$ cat src/rtl/jk_arb_pkg.sv
// Shared definitions for the round-robin arbiter around the JK storage bit:
// J/K command codes and the arbiter FSM state encoding.
package jk_arb_pkg;

    localparam logic [1:0] CMD_HOLD = 2'b00;
    localparam logic [1:0] CMD_RST  = 2'b01;
    localparam logic [1:0] CMD_SET  = 2'b10;
    localparam logic [1:0] CMD_TGL  = 2'b11;

    typedef enum logic [1:0] {
        ST_IDLE  = 2'd0,
        ST_APPLY = 2'd1,
        ST_DONE  = 2'd2
    } state_t;

endpackage

$ cat src/rtl/jk_ff.sv
// Single JK flip-flop with synchronous active-high reset; {j,k} uses the
// command encoding from jk_arb_pkg.
module jk_ff
    import jk_arb_pkg::*;
(
    input  logic clk,
    input  logic reset,
    input  logic j,
    input  logic k,
    output logic q
);

    always_ff @(posedge clk) begin
        if (reset) begin
            q <= 1'b0;
        end else begin
            case ({j, k})
                CMD_RST: q <= 1'b0;
                CMD_SET: q <= 1'b1;
                CMD_TGL: q <= ~q;
                default: q <= q;
            endcase
        end
    end

endmodule

$ cat src/rtl/jk_rr_pick.sv
// Combinational round-robin picker: first set request bit searching upward
// from ptr+1 (wrapping), so the previous winner has lowest priority.
module jk_rr_pick #(
    parameter int N_REQ = 4,
    parameter int ID_W  = $clog2(N_REQ)
) (
    input  logic [N_REQ-1:0] req,
    input  logic [ID_W-1:0]  ptr,
    output logic [ID_W-1:0]  win,
    output logic             vld
);

    logic [ID_W-1:0] cand;

    always_comb begin
        win  = '0;
        vld  = 1'b0;
        cand = '0;
        // off == N_REQ lands back on ptr itself, so a lone requester still wins.
        for (int off = 1; off <= N_REQ; off++) begin
            cand = ID_W'((int'(ptr) + off) % N_REQ);
            if (!vld && req[cand]) begin
                win = cand;
                vld = 1'b1;
            end
        end
    end

endmodule

$ cat src/rtl/jk_ff_arbiter.sv
// Round-robin arbiter sharing one JK flip-flop among N_REQ requesters:
// IDLE arbitrates, APPLY drives the latched command for one clock, DONE acks.
module jk_ff_arbiter
    import jk_arb_pkg::*;
#(
    parameter int N_REQ = 4,
    parameter int ID_W  = $clog2(N_REQ)
) (
    input  logic               clk,
    input  logic               reset,
    input  logic [N_REQ-1:0]   req,
    input  logic [2*N_REQ-1:0] cmd,
    output logic [N_REQ-1:0]   ack,
    output logic               busy,
    output logic [ID_W-1:0]    grant_id,
    output logic               j,
    output logic               k,
    output logic               q
);

    state_t          state;
    state_t          state_nxt;
    logic [ID_W-1:0] ptr;
    logic [1:0]      cmd_lat;
    logic [1:0]      cmd_sel;
    logic [ID_W-1:0] pick_id;
    logic            pick_vld;
    logic            take;

    jk_rr_pick #(
        .N_REQ(N_REQ),
        .ID_W (ID_W)
    ) u_pick (
        .req(req),
        .ptr(ptr),
        .win(pick_id),
        .vld(pick_vld)
    );

    jk_ff u_ff (
        .clk  (clk),
        .reset(reset),
        .j    (j),
        .k    (k),
        .q    (q)
    );

    assign take = (state == ST_IDLE) && pick_vld;

    always_ff @(posedge clk) begin
        if (reset) begin
            state <= ST_IDLE;
        end else begin
            state <= state_nxt;
        end
    end

    always_comb begin
        state_nxt = state;
        j         = 1'b0;
        k         = 1'b0;
        case (state)
            ST_IDLE:  if (pick_vld) state_nxt = ST_APPLY;
            ST_APPLY: begin
                state_nxt = ST_DONE;
                {j, k}    = cmd_lat;
            end
            ST_DONE:  state_nxt = ST_IDLE;
            default:  state_nxt = ST_IDLE;
        endcase
    end

    always_comb begin
        cmd_sel = CMD_HOLD;
        for (int i = 0; i < N_REQ; i++) begin
            if (pick_id == ID_W'(i)) cmd_sel = cmd[2*i +: 2];
        end
    end

    // busy/ack are flops fed from the next state, so neither has a path from req.
    always_ff @(posedge clk) begin
        if (reset) begin
            ptr      <= ID_W'(N_REQ - 1);
            grant_id <= '0;
            busy     <= 1'b0;
            ack      <= '0;
        end else begin
            busy <= (state_nxt != ST_IDLE);
            ack  <= '0;
            if (take) begin
                grant_id <= pick_id;
                ptr      <= pick_id;
            end
            if (state == ST_APPLY) ack[grant_id] <= 1'b1;
        end
    end

    always_ff @(posedge clk) begin
        if (take) cmd_lat <= cmd_sel;
    end

endmodule
$ cat config.mk
export PLATFORM = sky130hd
export DESIGN_NAME = jk_ff_arbiter
export DESIGN_NICKNAME = d
export VERILOG_FILES = /design/src/rtl/jk_arb_pkg.sv /design/src/rtl/jk_ff.sv /design/src/rtl/jk_rr_pick.sv /design/src/rtl/jk_ff_arbiter.sv
export SDC_FILE = /design/constraint.sdc
export NUM_CORES = 1
export LEC_CHECK = 0
export CAP_MARGIN = 20
export CORE_MARGIN = 1.5
export CORE_UTILIZATION = 36
export CTS_CLUSTER_SIZE = 25
export DETAILED_ROUTE_END_ITERATION = 10
export GPL_TIMING_DRIVEN = 0
export PLACE_DENSITY_LB_ADDON = 0.3
export SLEW_MARGIN = 25
export SYNTH_ARGS = -nofsm -noshare
export SYNTH_HDL_FRONTEND = slang
export SYNTH_SLANG_ARGS = --single-unit
$ cat constraint.sdc
create_clock -name clk -period 1.7 [get_ports clk]
set_input_delay 0.51 -clock clk [delete_from_list [all_inputs] [get_ports clk]]
set_output_delay 0.51 -clock clk [all_outputs]
set_load 0.005 [all_outputs]
# Yosys cells after proc, flatten, opt, wreduce, memory -nomap -nowiden
# Cells that the tools add are included.
word_totals:
  ff_bits: 14
  latch_bits: 0
  mem_bits_rw: 0
  romBits: 0
  in_bits: 14
  output_inout_bits: 10
  wordCells: 66
  n_memories: 0
op_classes:
  n_addsub: 4
  multipliers: 0
  div_mod_pow: 0
  n_lt_le_gt_ge: 6
  eq_ne: 7
  shift: 0
  n_mux: 27
  bitwise: 2
  reduce_logical: 13
op_table:
  columns: ["operator", "n"]
  rows:
  - ["2-bit 2-to-1 mux", 9]
  - ["2-bit by 3-bit less-than comparator with 1-bit output (second input constant)", 5]
  - ["1-bit 2-to-1 mux", 11]
  - ["1-bit binary-select mux with 2-bit select", 4]
  - ["2-bit equality test (second input constant)", 4]
  - ["2-bit by 1-bit equality test with 1-bit output (second input constant)", 3]
  - ["1-bit logical AND", 5]
  - ["2-bit by 1-bit adder with 2-bit output (second input constant)", 2]
  - ["2-bit adder (second input constant)", 2]
  - ["2-bit logical NOT", 2]
  - ["2-bit one-hot mux with 2 select lines", 1]
  - ["1-bit logical NOT", 3]
  - ["1-bit one-hot mux with 3 select lines", 1]
  - ["3-bit nonzero test", 1]
  - ["1-bit demux with 2-bit select", 1]
  - ["2-bit by 1-bit >= comparator with 1-bit output (second input constant)", 1]
  - ["1-bit NOT", 2]
  - ["2-bit nonzero test", 1]
  - ["2-bit OR reduction", 1]

# Depth between registers and ports, before layout
depth:
  word_depth: 18
  ltp_mapped: 6
  ltp_nobuf: 5

# Cells and area by module
# From an unflattened synthesis, not the netlist that was laid out.
hier_totals:
  hier_cells: 57
  area_unflattened_um2: 628.1
by_module_without_submodules:
  columns: ["mod", "n_inst", "cells_each", "area_each_um2", "seq_area_each_um2"]
  rows:
  - ["jk_ff_arbiter", 1, 40, 505.5, 280.3]
  - ["jk_rr_pick", 1, 14, 91.3, 0.0]
  - ["jk_ff", 1, 3, 31.3, 20.0]

# Worst setup path before layout
# No wires, ideal clock.
synth_path:
  path_type: "in2reg"
  start: "in req[0]"
  end: "reg cmd_lat[0], data pin"
  setup_time_ps: 272
  t_arrival_ps: 1520
  t_required_ps: 1428
  slack_ps: -92
  cell_stages: 3
  path_buffers: 0
  path_cell_list: "or2_2 a311oi_1 mux4_2"
synth_between:
  elab_chain_cells: 17
  word_cells_on_any_way: 29
  cone_classes: "eq/ne (3); mux (19); reduce/logical (7)"
synth_rtl:
  columns: ["item", "line", "rtl"]
  rows:
  - ["start: declaration", "jk_ff_arbiter.sv:11", "input logic [N_REQ-1:0] req,"]
  - ["1-bit binary-select mux with 2-bit select", "jk_rr_pick.sv:22", "if (!vld && req[cand]) begin"]
  - ["1-bit 2-to-1 mux (implied by the code)", "jk_rr_pick.sv:22", null]
  - ["1-bit 2-to-1 mux", "jk_rr_pick.sv:22", null]
  - ["1-bit logical NOT", "jk_rr_pick.sv:22", null]
  - ["1-bit logical AND", "jk_rr_pick.sv:22", null]
  - ["1-bit 2-to-1 mux", "jk_rr_pick.sv:22", null]
  - ["1-bit logical NOT", "jk_rr_pick.sv:22", null]
  - ["1-bit logical AND", "jk_rr_pick.sv:22", null]
  - ["1-bit 2-to-1 mux", "jk_rr_pick.sv:22", null]
  - ["1-bit logical NOT", "jk_rr_pick.sv:22", null]
  - ["1-bit logical AND", "jk_rr_pick.sv:22", null]
  - ["2-bit 2-to-1 mux *", "jk_rr_pick.sv:22", null]
  - ["2-bit logical NOT", "jk_ff_arbiter.sv:76", "if (pick_id == ID_W'(i)) cmd_sel = cmd[2*i +: 2];"]
  - ["2-bit 2-to-1 mux (3 in a row)", "jk_ff_arbiter.sv:76", null]
  - ["2-bit 2-to-1 mux *", "jk_ff_arbiter.sv:76", null]
  - ["via cmd_sel[0]", "jk_ff_arbiter.sv:25", "logic [1:0] cmd_sel;"]
  - ["end signal: assignment", "jk_ff_arbiter.sv:99", "if (take) cmd_lat <= cmd_sel;"]
  - ["end: declaration", "jk_ff_arbiter.sv:24", "logic [1:0] cmd_lat;"]
# The timed path passes the listed nets; every way through them passes the cells marked *. The select of a mux whose other input is x is not followed.
# A chain may end at the register's enable or synchronous reset.

# Final worst setup path
layout_path:
  start: "in req[3]"
  end: "reg cmd_lat[1], data pin"
# The elaborated chain is that of the path after synthesis.

==> impl_metrics.yaml <==
run_status:
  status: "completed"
sta:
  slew_viol_final: 0
  totalNegativeSetupSlack_ps: 0
  timing.final.crit_share_pct: 97.7
  fmax_mhz: 602
  rsz0062_at_grt: "yes"
  finalCriticalPeriod_ps: 1660
  setup_viol: 0
  relSlewSlack_pct: 76.6
  skew_ps: 2.14
  max_slew.worst_pin.slew_ps: 350
  postLayoutSetupSlackWorst_ps: 38.5
  holdWs_ps: 443
  finalHoldViolations: 0
drt:
  drt-vias-per-instance: 5.11
  ant_nets: 0
  first_iter_violations: 8
  firstDrtPassIters: 3
  routedWlPerCell_um: 11.9
  vias: 521
  post-route-drc-count: 0
  routed_wl_um: 1210
  met3_length_um: 43
  wl_met2_um: 621
  top_layer: "met4"
  met1Wirelength_um: 502
global_routing:
  grt_antenna_before_repair: 0
  grt_usage_pct: 16.0
  grt_remaining_overflow: 0
  grt_max_degree: 9
  grt_pass1_vias: 537
  grt_pass1_wl_um: 2190
floorplan:
  pin_count: 24
  fp.coreArea_sq_mm: 0.00152
  fp-row-count: 14
  die_width_um: 43.5
  die-height_um: 43.5
  start_util_pct: 38.8
  die_area_sq_mm: 0.00189
clocking:
  clkLatencyLatePin_ps: 270
  htreeDepth: 1
  clockBufferDepth: 2
  cts_buffers: 3
  cts_root_buf: "clkbuf_4"
  clkTransAtPathRegs_ps: 80
  cts.sinks: 14
  cts_tree: "done"
logic_synthesis:
  synth.area.top_cells: "dfxtp_1 41%, edfxtp_1 10%, mux4_2 7.6%, nand2b_1 6.4%, a21oi_1 3.4%"
  yosys_warnings: 0
  synth_top_area_share_pct: 40.7
  syn_area_per_cell_sq_um: 10.2
  syn-num-nets: 72
  synth_top_area_cell: "dfxtp_1"
  ys_seq_area_share_pct: 50.8
  netlist_area_sq_um: 591
  ys_ff_latch: 14
  synth_cell_type_count: 23
  syn_inst: 58
worst_setup_path:
  cp_max_fo: 5
  arrival_ps: 1680
  cp-end-kind: "register"
  cp.required_ps: 1720
  critical_path_class: "input port to register"
  start_kind: "input port"
final_layout:
  fin_nets: 101
  diodes: 0
  final_core_util_pct: 61.7
  drive_gt1_share_pct: 34.9
  fin_cells: 102
  syn_to_final_growth_pct: 59.3
pwr:
  netSwitchingPower_uw: 200
  p_seq_share_pct: 50.6
  p_int_uw: 593
  power_leakage_nw: 0.383
  switching_share_pct: 25.2
  power_frac_comb_pct: 25.8
  clkPwrFrac_pct: 23.7
  power_density_mw_per_mm2: 844
  peakVddDrop_mv: 0.509
placement:
  dp_cells: 97
  post-dp-hpwl_um: 941
  globalplace.congestion: 0.726
  portBuffers: 23
  place_ws_ps: -786
worst_hold_path:
  holdCritPathClass: "register to register"
flow_run:
  maxCapViolCount: 0
layout by cell type, fill, tap and decap left out, types with 3 or more instances in the layout:
cell type         n
clkdlybuf4s50_1  17
dfxtp_1           8
buf_2             5
inv_1             4
nand2b_1          4
nand2b_4          3
nor2_1            3
a21oi_1           3
nand2_1           3
clkbuf_4          3
dfxtp_2           3
registers in the layout, indices dropped and copies added, names as in the netlist:
signal / cells
busy: 1
ack: 4
ptr: 2
grant_id: 2
u_ff.q: 1
cmd_lat: 2
state: 2
critical path: stages:
cell	delay (ps)
buf_2	160
nor2_4	120
nor3_2	60
or3_4	400
mux4_2	430
through the flow:
step | power, mW | instance area, sq um
final | 0.794 | 941
after global placement | 0.586 | 871
after detailed placement | 0.592 | 871
after global routing | 0.840 | 941
after CTS | 0.794 | 927
after floorplan | 0.499 | 621
worst paths after layout:
| check | startpoint | to | slack, ps | cells past startpoint |
|---|---|---|---|---|
| max reg2reg | ptr[0] | cmd_lat[1] | 50 | 4 |
| min | grant_id[0] | ack[0] | 440 | 1 |
| min reg2reg | grant_id[0] | ack[0] | 440 | 1 |
| max | req[3] | cmd_lat[1] | 40 | 5 |
synth_stat cells:
master and instances:
nor3_1 3, inv_1 4, a21oi_1 4, nand2b_2 1, a311oi_1 1, and3_1 2, mux4_2 2, nand2b_1 6
nor3b_1 1, a21boi_2 1, or3_4 1, or2_2 1, dfxtp_1 12, a211oi_1 2, nor4_1 2, or3_1 1
o21bai_1 1, and2_1 2, edfxtp_1 2, nor2_1 4, nor2b_1 1, buf_2 1, nand2_1 3
per-layer routing:
metal	vias up	global-route usage, %
li1	261	-
met1	241	18.4
met2	15	26.3
met3	4	1.25
met4	0	14.5
met5	-	0
final cells by class:
type                            count  area (sq um)
Multi-Input combinational cell     39           352
Clock buffer                        4          26.3
Sequential cell                    14           308
Fill cell                         130           583
Inverter                            4          15.0
Tap cell                           16          20.0
Buffer                              1          5.00
Timing Repair Buffer               24           215
kinds of logic after synthesis:
| logic type | share of synthesized area, % |
|---|---|
| AO/OA/AOI/OAI | 10.6 |
| flip-flops | 50.8 |
| AND/OR/NAND/NOR | 27.5 |
| multiplexers | 7.63 |
| buffers and inverters | 3.39 |
repair_timing:
item / in CTS / in global routing
setup buffers: 1 / 0
hold buffers: 0 / 0
pin swaps: 3 / 0
endpoints found under the setup margin: 12 / 8
gates resized for setup: 27 / 7
power by group through the flow:
stage | logic [mW] | clock network (mW) | registers (mW)
floorplan | 0.0990 | 0 | 0.400
global placement | 0.185 | 0 | 0.401
detailed placement | 0.189 | 0 | 0.403
CTS | 0.200 | 0.194 | 0.400
global route | 0.224 | 0.209 | 0.406
finish | 0.205 | 0.188 | 0.401
Note: power is estimated with default switching activity, not from simulation.
